===== src/rtl/pwm_multicanal_if.sv =====
// Control/output bundle for pwm_multicanal: configuration strobes in, PWM lines out.
// The master drives the configuration; the slave (the PWM block) drives the outputs.
interface pwm_multicanal_if #(
    parameter int WIDTH    = 10,
    parameter int CHANNELS = 4
);
    logic                      en;
    logic                      load;
    logic [WIDTH-1:0]          period;
    logic [CHANNELS*WIDTH-1:0] duty;
    logic                      center_mode;
    logic [CHANNELS-1:0]       pwm;
    logic                      period_end;

    modport master (
        output en, load, period, duty, center_mode,
        input  pwm, period_end
    );

    modport slave (
        input  en, load, period, duty, center_mode,
        output pwm, period_end
    );
endinterface


===== src/rtl/pwm_multicanal.sv =====
// Multi-channel edge/center-aligned PWM with double-buffered config; pwm/period_end lag cnt by one cycle.
// No backpressure: load is a strobe that is always accepted; a later load overwrites the pending set.
module pwm_multicanal #(
    parameter int WIDTH    = 10,
    parameter int CHANNELS = 4
) (
    input  logic             clk,
    input  logic             reset,
    pwm_multicanal_if.slave  bus
);

    logic [WIDTH-1:0]          cnt_q, cnt_d;
    logic                      dir_q, dir_d;          // 1 = counting down (center mode only)
    logic                      pend_vld_q, pend_vld_d;
    logic [WIDTH-1:0]          pend_p_q, pend_p_d;
    logic [CHANNELS*WIDTH-1:0] pend_d_q, pend_d_d;
    logic                      pend_mode_q, pend_mode_d;
    logic [WIDTH-1:0]          act_p_q, act_p_d;
    logic [CHANNELS*WIDTH-1:0] act_d_q, act_d_d;
    logic                      act_mode_q, act_mode_d;
    logic [CHANNELS-1:0]       pwm_q, pwm_d;
    logic                      period_end_q, period_end_d;

    logic [WIDTH-1:0]          cnt_nxt;
    logic                      dir_nxt;
    logic                      bnd;
    logic                      xfer;

    // Free-running counter step; bnd marks the last cycle of a period (next cnt=0, dir=up).
    always_comb begin
        cnt_nxt = cnt_q;
        dir_nxt = dir_q;
        bnd     = 1'b0;
        if (act_p_q == '0) begin
            cnt_nxt = '0;
            dir_nxt = 1'b0;
            bnd     = 1'b1;
        end else if (!act_mode_q) begin
            bnd     = (cnt_q >= act_p_q);
            cnt_nxt = bnd ? '0 : cnt_q + WIDTH'(1);
            dir_nxt = 1'b0;
        end else if (!dir_q) begin
            if (cnt_q >= act_p_q) begin
                cnt_nxt = cnt_q - WIDTH'(1);
                bnd     = (cnt_q == WIDTH'(1));
                dir_nxt = !bnd;
            end else begin
                cnt_nxt = cnt_q + WIDTH'(1);
            end
        end else begin
            bnd     = (cnt_q <= WIDTH'(1));
            cnt_nxt = bnd ? '0 : cnt_q - WIDTH'(1);
            dir_nxt = !bnd;
        end
    end

    always_comb begin
        cnt_d        = bus.en ? cnt_nxt : '0;
        dir_d        = bus.en ? dir_nxt : 1'b0;
        xfer         = pend_vld_q & (~bus.en | bnd);
        pend_vld_d   = pend_vld_q & ~xfer;
        pend_p_d     = pend_p_q;
        pend_d_d     = pend_d_q;
        pend_mode_d  = pend_mode_q;
        act_p_d      = xfer ? pend_p_q    : act_p_q;
        act_d_d      = xfer ? pend_d_q    : act_d_q;
        act_mode_d   = xfer ? pend_mode_q : act_mode_q;
        // A load in the transfer cycle lands in pending after the old pending has moved out.
        if (bus.load) begin
            pend_vld_d  = 1'b1;
            pend_p_d    = bus.period;
            pend_d_d    = bus.duty;
            pend_mode_d = bus.center_mode;
        end
        for (int i = 0; i < CHANNELS; i++) begin
            pwm_d[i] = bus.en & (act_d_q[i*WIDTH +: WIDTH] > cnt_q);
        end
        period_end_d = bus.en & bnd;
    end

    always_ff @(posedge clk) begin
        if (reset) begin
            cnt_q        <= '0;
            dir_q        <= 1'b0;
            pend_vld_q   <= 1'b0;
            pend_p_q     <= '0;
            pend_d_q     <= '0;
            pend_mode_q  <= 1'b0;
            act_p_q      <= '1;
            act_d_q      <= '0;
            act_mode_q   <= 1'b0;
            pwm_q        <= '0;
            period_end_q <= 1'b0;
        end else begin
            cnt_q        <= cnt_d;
            dir_q        <= dir_d;
            pend_vld_q   <= pend_vld_d;
            pend_p_q     <= pend_p_d;
            pend_d_q     <= pend_d_d;
            pend_mode_q  <= pend_mode_d;
            act_p_q      <= act_p_d;
            act_d_q      <= act_d_d;
            act_mode_q   <= act_mode_d;
            pwm_q        <= pwm_d;
            period_end_q <= period_end_d;
        end
    end

    assign bus.pwm        = pwm_q;
    assign bus.period_end = period_end_q;

endmodule

===== src/flat_wrapper.sv =====
// flat-port wrapper written by rule: the top's interface ports become plain ports
module pwm_multicanal_flat 
#(
    parameter int WIDTH    = 10,
    parameter int CHANNELS = 4
)
  (clk, reset, bus_en, bus_load, bus_period, bus_duty, bus_center_mode, bus_pwm, bus_period_end);
  pwm_multicanal_if #(.WIDTH(WIDTH), .CHANNELS(CHANNELS)) bus_i ();
  input  logic clk;
  input  logic reset;
  input wire logic [$bits(bus_i.en)-1:0] bus_en;
  input wire logic [$bits(bus_i.load)-1:0] bus_load;
  input wire logic [$bits(bus_i.period)-1:0] bus_period;
  input wire logic [$bits(bus_i.duty)-1:0] bus_duty;
  input wire logic [$bits(bus_i.center_mode)-1:0] bus_center_mode;
  output wire logic [$bits(bus_i.pwm)-1:0] bus_pwm;
  output wire logic [$bits(bus_i.period_end)-1:0] bus_period_end;
  assign bus_i.en = bus_en;
  assign bus_i.load = bus_load;
  assign bus_i.period = bus_period;
  assign bus_i.duty = bus_duty;
  assign bus_i.center_mode = bus_center_mode;
  assign bus_pwm = bus_i.pwm;
  assign bus_period_end = bus_i.period_end;
  pwm_multicanal #(.WIDTH(WIDTH), .CHANNELS(CHANNELS)) u_core (.clk(clk), .reset(reset), .bus(bus_i));
endmodule

===== config.mk =====
export PLATFORM = sky130hd
export DESIGN_NAME = pwm_multicanal_flat
export DESIGN_NICKNAME = d
export VERILOG_FILES = /design/src/rtl/pwm_multicanal_if.sv /design/src/rtl/pwm_multicanal.sv /design/src/flat_wrapper.sv
export SDC_FILE = /design/constraint.sdc
export NUM_CORES = 1
export LEC_CHECK = 0
export ABC_AREA = 1
export BUFFER_PORTS_ARGS = -buffer_cell sky130_fd_sc_hd__clkbuf_2
export CAP_MARGIN = 20
export CELL_PAD_IN_SITES_DETAIL_PLACEMENT = 1
export CELL_PAD_IN_SITES_GLOBAL_PLACEMENT = 2
export CORE_MARGIN = 2
export CORE_UTILIZATION = 37
export CTS_CLUSTER_DIAMETER = 150
export CTS_CLUSTER_SIZE = 14
export DETAILED_ROUTE_END_ITERATION = 12
export PLACE_DENSITY = 0.91
export SLEW_MARGIN = 15
export SYNTH_ARGS = -nofsm -noshare
export SYNTH_HDL_FRONTEND = slang
export SYNTH_SLANG_ARGS = --single-unit
export TNS_END_PERCENT = 10

===== constraint.sdc =====
create_clock -name clk -period 4.35 [get_ports clk]
set_input_delay 0.435 -clock clk [delete_from_list [all_inputs] [get_ports clk]]
set_output_delay 0.435 -clock clk [all_outputs]
set_load 0.005 [all_outputs]

# Word-level counts from Yosys, hierarchy flattened

Cells that the tools add are included.

Register bits after elaboration: 119
Word-level logic and storage cells: 48

Add/sub/neg operators: 2
$lt $le $gt $ge: 6
Equal/unequal tests: 1
Mux-type cells: 12
Bitwise logic cells: 11
Reduce and logical (&&, ||, !) cells: 5

Operator list:

| operator              | count |
|---|---|
| $mux 10               | 5 |
| $gt 10x10->1          | 4 |
| $add 10x1->10 const B | 1 |
| $eq 10x1->1 const B   | 1 |
| $ge 10x10->1          | 1 |
| $le 10x1->1 const B   | 1 |
| $logic_not 10->1      | 1 |
| $sub 10x1->10 const B | 1 |
| $and 1x1->1           | 7 |
| $mux 1                | 7 |
| $reduce_or 4->1       | 1 |
| $not 1->1             | 3 |
| $reduce_or 3->1       | 1 |
| $logic_not 1->1       | 2 |
| $or 1x1->1            | 1 |

# Logic depth before layout (Yosys ltp)

Gate-level depths: netlist (run 1).

Word-level depth: 10
Depth in mapped cells: 17

# Least setup slack after synthesis (run 1)

No wires, ideal clock.

Path type: flip-flop to flip-flop
Start: reg u_core.cnt_q[0]
End: reg u_core.act_d_q[1]
Setup time: 0.115 ns
Arrival time: 1.936 ns
Setup slack: 2.299 ns
Cell stages (with the launch flop): 17
Buffers on the path: 2
Clock period less this slack: 2.051 ns
Cells stage by stage: dfxtp_1 -> inv_1 -> ha_1 -> inv_1 -> nand2_1 -> nand2_1 -> nand2_1 -> nand3_1 -> nand3_1 -> nand2_1 -> nand2_2 -> inv_2 -> nand3_4 -> buf_12 -> buf_6 -> a21oi_1 -> nor2_1

Longest elaborated chain between the ends: 7
Elaborated cells between the ends (all ways): 9
Classes of those cells: order compare: 2; eq/ne: 1; mux: 4; bitwise: 2

Ends and longest elaborated chain:

| element                                            | line                                                             | text |
|---|---|---|
| start: declaration                                 | pwm_multicanal.sv:12                                             | `logic [WIDTH-1:0] cnt_q, cnt_d;` |
| start signal: assignment                           | pwm_multicanal.sv:95                                             | `cnt_q <= cnt_d;` |
| $ge 10x10->1 / $eq 10x1->1 (equally long branches) | pwm_multicanal.sv:39, pwm_multicanal.sv:43, pwm_multicanal.sv:45 |  |
| $mux 1                                             | pwm_multicanal.sv:43                                             | `if (cnt_q >= act_p_q) begin` |
| $mux 1                                             | pwm_multicanal.sv:42                                             | `end else if (!dir_q) begin` |
| $mux 1 (*)                                         | pwm_multicanal.sv:38                                             | `end else if (!act_mode_q) begin` |
| $mux 1 (*)                                         | pwm_multicanal.sv:34                                             | `if (act_p_q == '0) begin` |
| $or 1x1->1 (*)                                     | pwm_multicanal.sv:60                                             | `xfer = pend_vld_q & (~bus.en \| bnd);` |
| $and 1x1->1 (*)                                    | pwm_multicanal.sv:60                                             |  |
| end signal: assignment                             | pwm_multicanal.sv:102                                            | `act_d_q <= act_d_d;` |
| end: declaration                                   | pwm_multicanal.sv:19                                             | `logic [CHANNELS*WIDTH-1:0] act_d_q, act_d_d;` |

Every way passes the cells marked *; elsewhere a longest branch is shown, timed or not.
A chain may end at the register's enable or synchronous reset.

# Final worst setup path (run 1)

Start: reg u_core.cnt_q[0]
End: reg u_core.act_d_q[18]

The elaborated chain is that of the path after synthesis.

==> impl_metrics.json, run 1 <==
{
  "status": "finished, final reports clean",
  "routedWlPerCell_um": 14.35,
  "yosys.cell_types.count": 34,
  "launching_element_type_of_the_critical_path": "register",
  "die_x_um": 131.7,
  "synth_top_area_cell": "sky130_fd_sc_hd__dfxtp_1",
  "synthesis.area_per_instance_um2": 7.377,
  "yosys.area.top_type_share": 0.3948,
  "drv_slew": 0,
  "synthCells": 818,
  "setup_violations": 0,
  "finalCoreUtilization": 0.4408,
  "core-area_um2": 15890,
  "grt_use_total": 0.1874,
  "drt-met1-wl_mm": 7.600,
  "clkLatencyLatePin_ns": 0.42,
  "globalRouteOverflowTotal": 0,
  "startpoint_of_the_most_critical_setup_path": "u_core.cnt_q[0]",
  "grt_setup_unrepaired": "false",
  "syn2layout_area_growth_pct": 16.03,
  "timing.final.crit_share": 0.6999,
  "design.final.nets": 964,
  "clock_sinks": 119,
  "worst_setup_path_end_kind": "register",
  "grt_pass1_vias": 5219,
  "cts-htree-levels": 4,
  "cell_at_the_root_of_the_clock_tree": "sky130_fd_sc_hd__clkbuf_16",
  "effective_utilization_at_floorplan": 0.3799,
  "totalPowerFinal_mw": 2.987,
  "fmax_ghz": 0.3285,
  "antenna_cells_inserted": 0,
  "worstHoldPathType": "primary input to register",
  "setup_total_negative_slack_ns": 0,
  "detail_route_met2_wl_mm": 7.238,
  "hold_path_startpoint": "reset",
  "worst-slew-pin-transition_ns": 1.004,
  "max_cap_viol_count": 0,
  "number_of_antenna_violations_at_the_first_check_in_global_routing": 0,
  "worst_ep_required_time_ns": 4.66,
  "setup_crit_path_kind": "register to register",
  "routed_wl_mm": 15.57,
  "mostFrequentLayoutCell": "sky130_fd_sc_hd__dfxtp_1",
  "ctsHoldBuffers": 0,
  "drc": 0,
  "top_layer_used": "met4",
  "post-route-min-period_ns": 3.045,
  "timing.critical_path.arrival_ns": 3.36,
  "post-route-cell-area_um2": 7002,
  "drt.antenna.violating_nets": 0,
  "layout_cell_share_with_drive_strength_beyond_1": 0.1266,
  "placement.io_buffers": 59,
  "drt_iter0_drc": 325,
  "gp_congestion": 0.8257,
  "ys_top_cells_by_area": "sky130_fd_sc_hd__dfxtp_1, sky130_fd_sc_hd__ha_1, sky130_fd_sc_hd__a21oi_1",
  "tritoncts_clock_tree": "built",
  "wire_length_of_the_first_global_routing_pass_mm": 26.07,
  "path_clk_slew_ns": 0.05,
  "clk_path_buf_depth": 2,
  "vias": 5329,
  "floorplan.die_area_um2": 17350,
  "synth_warnings": 0,
  "placedInstanceArea_um2": 6386,
  "syn_area_um2": 6035,
  "post_drt_via_cell_ratio": 4.912,
  "largest_driver_fanout_on_the_critical_path": 76,
  "most-common-layout-cells": "sky130_fd_sc_hd__dfxtp_1, sky130_fd_sc_hd__a21oi_1, sky130_fd_sc_hd__nand2_1",
  "pin_count_of_the_biggest_net_entering_global_routing": 103,
  "power.static_leakage_nw": 3.273,
  "die_height_um": 131.7,
  "yosys_register_bits": 119,
  "cts_made_buffers": 17,
  "post_cts_buffers": 0,
  "met3_wirelength_um": 492,
  "timing.clock.skew_ns": 0.01148,
  "crit-reg2reg-launch": "u_core.cnt_q[0]",
  "post_cts_resized": 0,
  "irDropWorstVdd_v": 0.0002941,
  "syn-num-nets": 926,
  "synth-seq-area-share": 0.3948,
  "timing_hold_violations_final": 0,
  "drt-pass1-iter-count": 4,
  "floorplan.rows": 46,
  "hpwlAfterDp_mm": 10.41,
  "floorplan.io_pins": 60,
  "cellPowerDensity_nw_per_um2": 426.6,
  "timing.max_slew.rel_slack": 0.3308
}
registers in the layout (all words and copies together), names as in the netlist, 4 cells and up:
name / flops
u_core.pend_p_q: 10
u_core.cnt_q: 10
u_core.pend_d_q: 40
u_core.act_d_q: 40
u_core.bus.pwm: 4
u_core.act_p_q: 10
Yosys cell counts (all sizes together):
cell type,number
nand3b,1
inv,103
nand2,107
o31ai,2
o21ai,72
clkbuf,24
xnor2,1
dfxtp,119
nor2,94
ha,53
o211ai,2
a21o,1
nor3,8
nor4,2
xor2,5
a31oi,1
nand4,9
buf,21
o2111ai,1
a21oi,111
nand3,81
stage by stage:
step,worst slack (ns),cells,hold slack (ns)
after CTS,1.285,1085,0.1830
after detailed placement,1.408,1053,0.4447
final,1.305,1085,0.2010
after global placement,1.503,1053,0.4398
after floorplan,2.299,818,0.4289
after global routing,0.9269,1085,0.2105
area by class of cell:
type / instances / area [um^2]
clock buffer: 23 / 467.9
clock inverter: 9 / 147.6
timing repair buffer: 64 / 332.8
inverter: 103 / 386.6
tap: 216 / 270.3
fill: 2056 / 8884
multi-input combinational: 551 / 3013
sequential: 119 / 2384
path summary, 6_finish.rpt:
path / cells past startpoint / slack (ns) / to
worst max-delay path: 16 / 1.31 / u_core.act_d_q[18]
worst min-delay path: 2 / 0.20 / u_core.pend_vld_q
worst max register to register: 16 / 1.31 / u_core.act_d_q[18]
worst min register to register: 2 / 0.45 / u_core.pend_d_q[5]
layer usage:
metal	global-route usage	vias to the layer above
met4	0.07126	0
met1	0.2479	2476
met3	0.03781	20
li1	-	2769
met5	0	-
met2	0.3019	64
report_power, final:
| part | switching, mW | internal (mW) |
|---|---|---|
| sequential | 0.0399 | 1.16 |
| combinational | 0.188 | 0.123 |
| clock | 0.495 | 0.984 |
kinds of logic (layout without fill, tap and decap cells):
kind of cell	Yosys count	after routing	synth area share
adders and majority gates	53	53	0.1099
DFF	119	119	0.3948
AOI/OAI and AO/OA	190	190	0.1611
xor gates and xnor gates	6	6	0.008708
buffers and inverters	148	199	0.1060
and+or+nand+nor	302	302	0.2196
critical path, stage by stage (launching register included):
cell and delay (ns):
sky130_fd_sc_hd__dfxtp_1 0.59, sky130_fd_sc_hd__inv_1 0.15, sky130_fd_sc_hd__ha_1 0.30, sky130_fd_sc_hd__inv_1 0.03, sky130_fd_sc_hd__nand2_1 0.05, sky130_fd_sc_hd__nand2_1 0.05
sky130_fd_sc_hd__nand2_1 0.06, sky130_fd_sc_hd__nand3_1 0.06, sky130_fd_sc_hd__nand3_1 0.19, sky130_fd_sc_hd__nand2_1 0.11, sky130_fd_sc_hd__nand2_2 0.10, sky130_fd_sc_hd__inv_2 0.05
sky130_fd_sc_hd__nand3_4 0.17, sky130_fd_sc_hd__buf_4 0.64, sky130_fd_sc_hd__nand3_1 0.17, sky130_fd_sc_hd__nand2_1 0.12, sky130_fd_sc_hd__nor2_1 0.05
Power figures use the tool's default switching activity.
==> run 2: changes to the inputs <==
- CORE_UTILIZATION: 37 -> 34
- PLACE_DENSITY: 0.91 -> 0.85
- clock period: 4.35 -> 2.95 ns (I/O delays scaled with it)
==> impl_metrics.json, run 2 (synthesis results as in run 1) <==
{
  "worst-slew-pin-transition_ns": 0.9688,
  "path_clk_slew_ns": 0.06,
  "power.static_leakage_nw": 3.261,
  "irDropWorstVdd_v": 0.0004069,
  "wire_length_of_the_first_global_routing_pass_mm": 26.52,
  "worstHoldPathType": "primary input to register",
  "floorplan.rows": 48,
  "placement.io_buffers": 59,
  "die_height_um": 137.2,
  "effective_utilization_at_floorplan": 0.3489,
  "drt-pass1-iter-count": 4,
  "combinational_cell_fraction_of_total_power": 0.113,
  "drt.antenna.violating_nets": 0,
  "worst_ep_required_time_ns": 3.27,
  "r2r_cells": 13,
  "reg2reg_to": "u_core.act_d_q[12]",
  "launching_element_type_of_the_critical_path": "register",
  "timing_hold_violations_final": 0,
  "power.switching_fraction": 0.2610,
  "timing.final.crit_share": 0.8685,
  "fmax_ghz": 0.3903,
  "fin_hold_ws_ns": 0.05979,
  "status": "finished, final reports clean",
  "globalRouteOverflowTotal": 0,
  "p_int_mw": 3.080,
  "timing.clock.skew_ns": 0.01158,
  "power.switching_mw": 1.088,
  "post_cts_resized": 0,
  "routedWlPerCell_um": 14.25,
  "design.final.nets": 967,
  "largest_driver_fanout_on_the_critical_path": 64,
  "placedInstanceArea_um2": 6457,
  "drc": 0,
  "sequential_power_share": 0.423,
  "pin_count_of_the_biggest_net_entering_global_routing": 103,
  "ctsHoldBuffers": 0,
  "crit-reg2reg-launch": "u_core.cnt_q[0]",
  "core-area_um2": 17300,
  "drt_iter0_drc": 204,
  "num-fill-cells": 2209,
  "gp_congestion": 0.8371,
  "worst_setup_path_end_kind": "register",
  "reg2reg_slack_ns": 0.39,
  "grt_use_total": 0.1809,
  "clock_power_share": 0.465,
  "cellPowerDensity_nw_per_um2": 595.4,
  "dp_cells": 1065,
  "max_cap_viol_count": 0,
  "mostFrequentLayoutCell": "sky130_fd_sc_hd__dfxtp_1",
  "most-common-layout-cells": "sky130_fd_sc_hd__dfxtp_1, sky130_fd_sc_hd__a21oi_1, sky130_fd_sc_hd__nand2_1",
  "post_drt_via_cell_ratio": 4.888,
  "leading_registers_by_flop_count": "u_core.act_d_q x40, u_core.pend_d_q x40",
  "timing.critical_path.arrival_ns": 2.88,
  "layout_cell_share_with_drive_strength_beyond_1": 0.1297,
  "timing.max_slew.rel_slack": 0.3541,
  "cts-htree-levels": 4,
  "filler_free_cell_count_of_the_finished_design": 1096,
  "floorplan.io_pins": 60,
  "clk_path_buf_depth": 2,
  "cell_at_the_root_of_the_clock_tree": "sky130_fd_sc_hd__clkbuf_16",
  "clkLatencyLatePin_ns": 0.43,
  "post-route-min-period_ns": 2.562,
  "grt_setup_unrepaired": "false",
  "antenna_cells_inserted": 0,
  "hold_path_startpoint": "reset",
  "setup_crit_path_kind": "register to register",
  "routed_wl_mm": 15.62,
  "tritoncts_clock_tree": "built",
  "clock_sinks": 119,
  "die_x_um": 137.2,
  "worst_hold_path.num_cells": 2,
  "hold_path_end": "u_core.pend_vld_q",
  "vias": 5357,
  "setup_total_negative_slack_ns": 0,
  "floorplan.die_area_um2": 18830,
  "grt_pass1_vias": 5403,
  "post-route-cell-area_um2": 6999,
  "drv_slew": 0,
  "hpwlAfterDp_mm": 10.57,
  "number_of_antenna_violations_at_the_first_check_in_global_routing": 0,
  "syn2layout_area_growth_pct": 15.99,
  "post_cts_buffers": 0,
  "setup_violations": 0,
  "cts_made_buffers": 17
}
[run 2: cell types whose count changed in the layout (fill, tap and decap cells not counted)]
| cell | previous run | this run |
|---|---|---|
| sky130_fd_sc_hd__clkbuf_1 | 4 | 3 |
| sky130_fd_sc_hd__buf_12 | 0 | 3 |
| sky130_fd_sc_hd__clkinvlp_4 | 1 | 3 |
| sky130_fd_sc_hd__bufinv_16 | 4 | 1 |
| sky130_fd_sc_hd__clkinv_2 | 4 | 5 |
[run 2: critical path: stages, from the launching register on]
cell and delay (ns):
sky130_fd_sc_hd__dfxtp_1 0.57, sky130_fd_sc_hd__inv_1 0.14, sky130_fd_sc_hd__ha_1 0.29, sky130_fd_sc_hd__inv_1 0.06, sky130_fd_sc_hd__nand2_1 0.05, sky130_fd_sc_hd__nand2_1 0.05
sky130_fd_sc_hd__nand2_1 0.05, sky130_fd_sc_hd__nand3_1 0.06, sky130_fd_sc_hd__nand3_1 0.18, sky130_fd_sc_hd__a21oi_2 0.24, sky130_fd_sc_hd__nand3_4 0.19, sky130_fd_sc_hd__buf_12 0.25
sky130_fd_sc_hd__a21oi_1 0.20, sky130_fd_sc_hd__nor2_1 0.08
[run 2: area by class of cell]
cell class              count  area (um^2)  area share
clock buffers              22        464.2     0.06632
multi-input cells         551         3013      0.4305
clock inverters             9        77.57     0.01108
inverters                 103        386.6     0.05524
flip-flops and latches    119         2384      0.3405
well taps                 225        281.5     0.04022
repair buffers             67        392.9     0.05613
[run 2: worst max-delay path by stage]
stage | startpoint | endpoint
global placement | u_core.cnt_q[0] | u_core.act_d_q[26]
global route | u_core.cnt_q[0] | u_core.act_d_q[23]
floorplan | u_core.cnt_q[0] | u_core.act_d_q[1]
CTS | u_core.cnt_q[0] | u_core.act_d_q[12]
finish | u_core.cnt_q[0] | u_core.act_d_q[12]
detailed placement | u_core.cnt_q[0] | u_core.act_d_q[20]
[run 2: metrics by stage]
step,power (mW),setup WS [ns],util
floorplan,2.129,0.8990,-
global placement,2.253,0.5365,0.3733
detailed placement,2.268,0.4552,0.3733
CTS,4.222,0.3459,0.4047
global route,4.393,0.09357,0.4047
finish,4.168,0.3879,0.4047
[run 2: metal layers]
metal  vias to the layer above  share of wire  global-route usage
met1                      2485           0.49              0.2354
met2                        68           0.45              0.2861
li1                       2775              -                   -
met5                         -              0                   0
met3                        29          0.028             0.04415
met4                         0          0.024             0.07617
[run 2: power groups by stage]
stage	Sequential, mW	Clock, mW	Combinational, mW
final	1.76	1.94	0.469
after global routing	1.77	2.07	0.554
after CTS	1.76	1.98	0.477
after detailed placement	1.80	0	0.473
after global placement	1.79	0	0.461
after floorplan	1.77	0	0.356
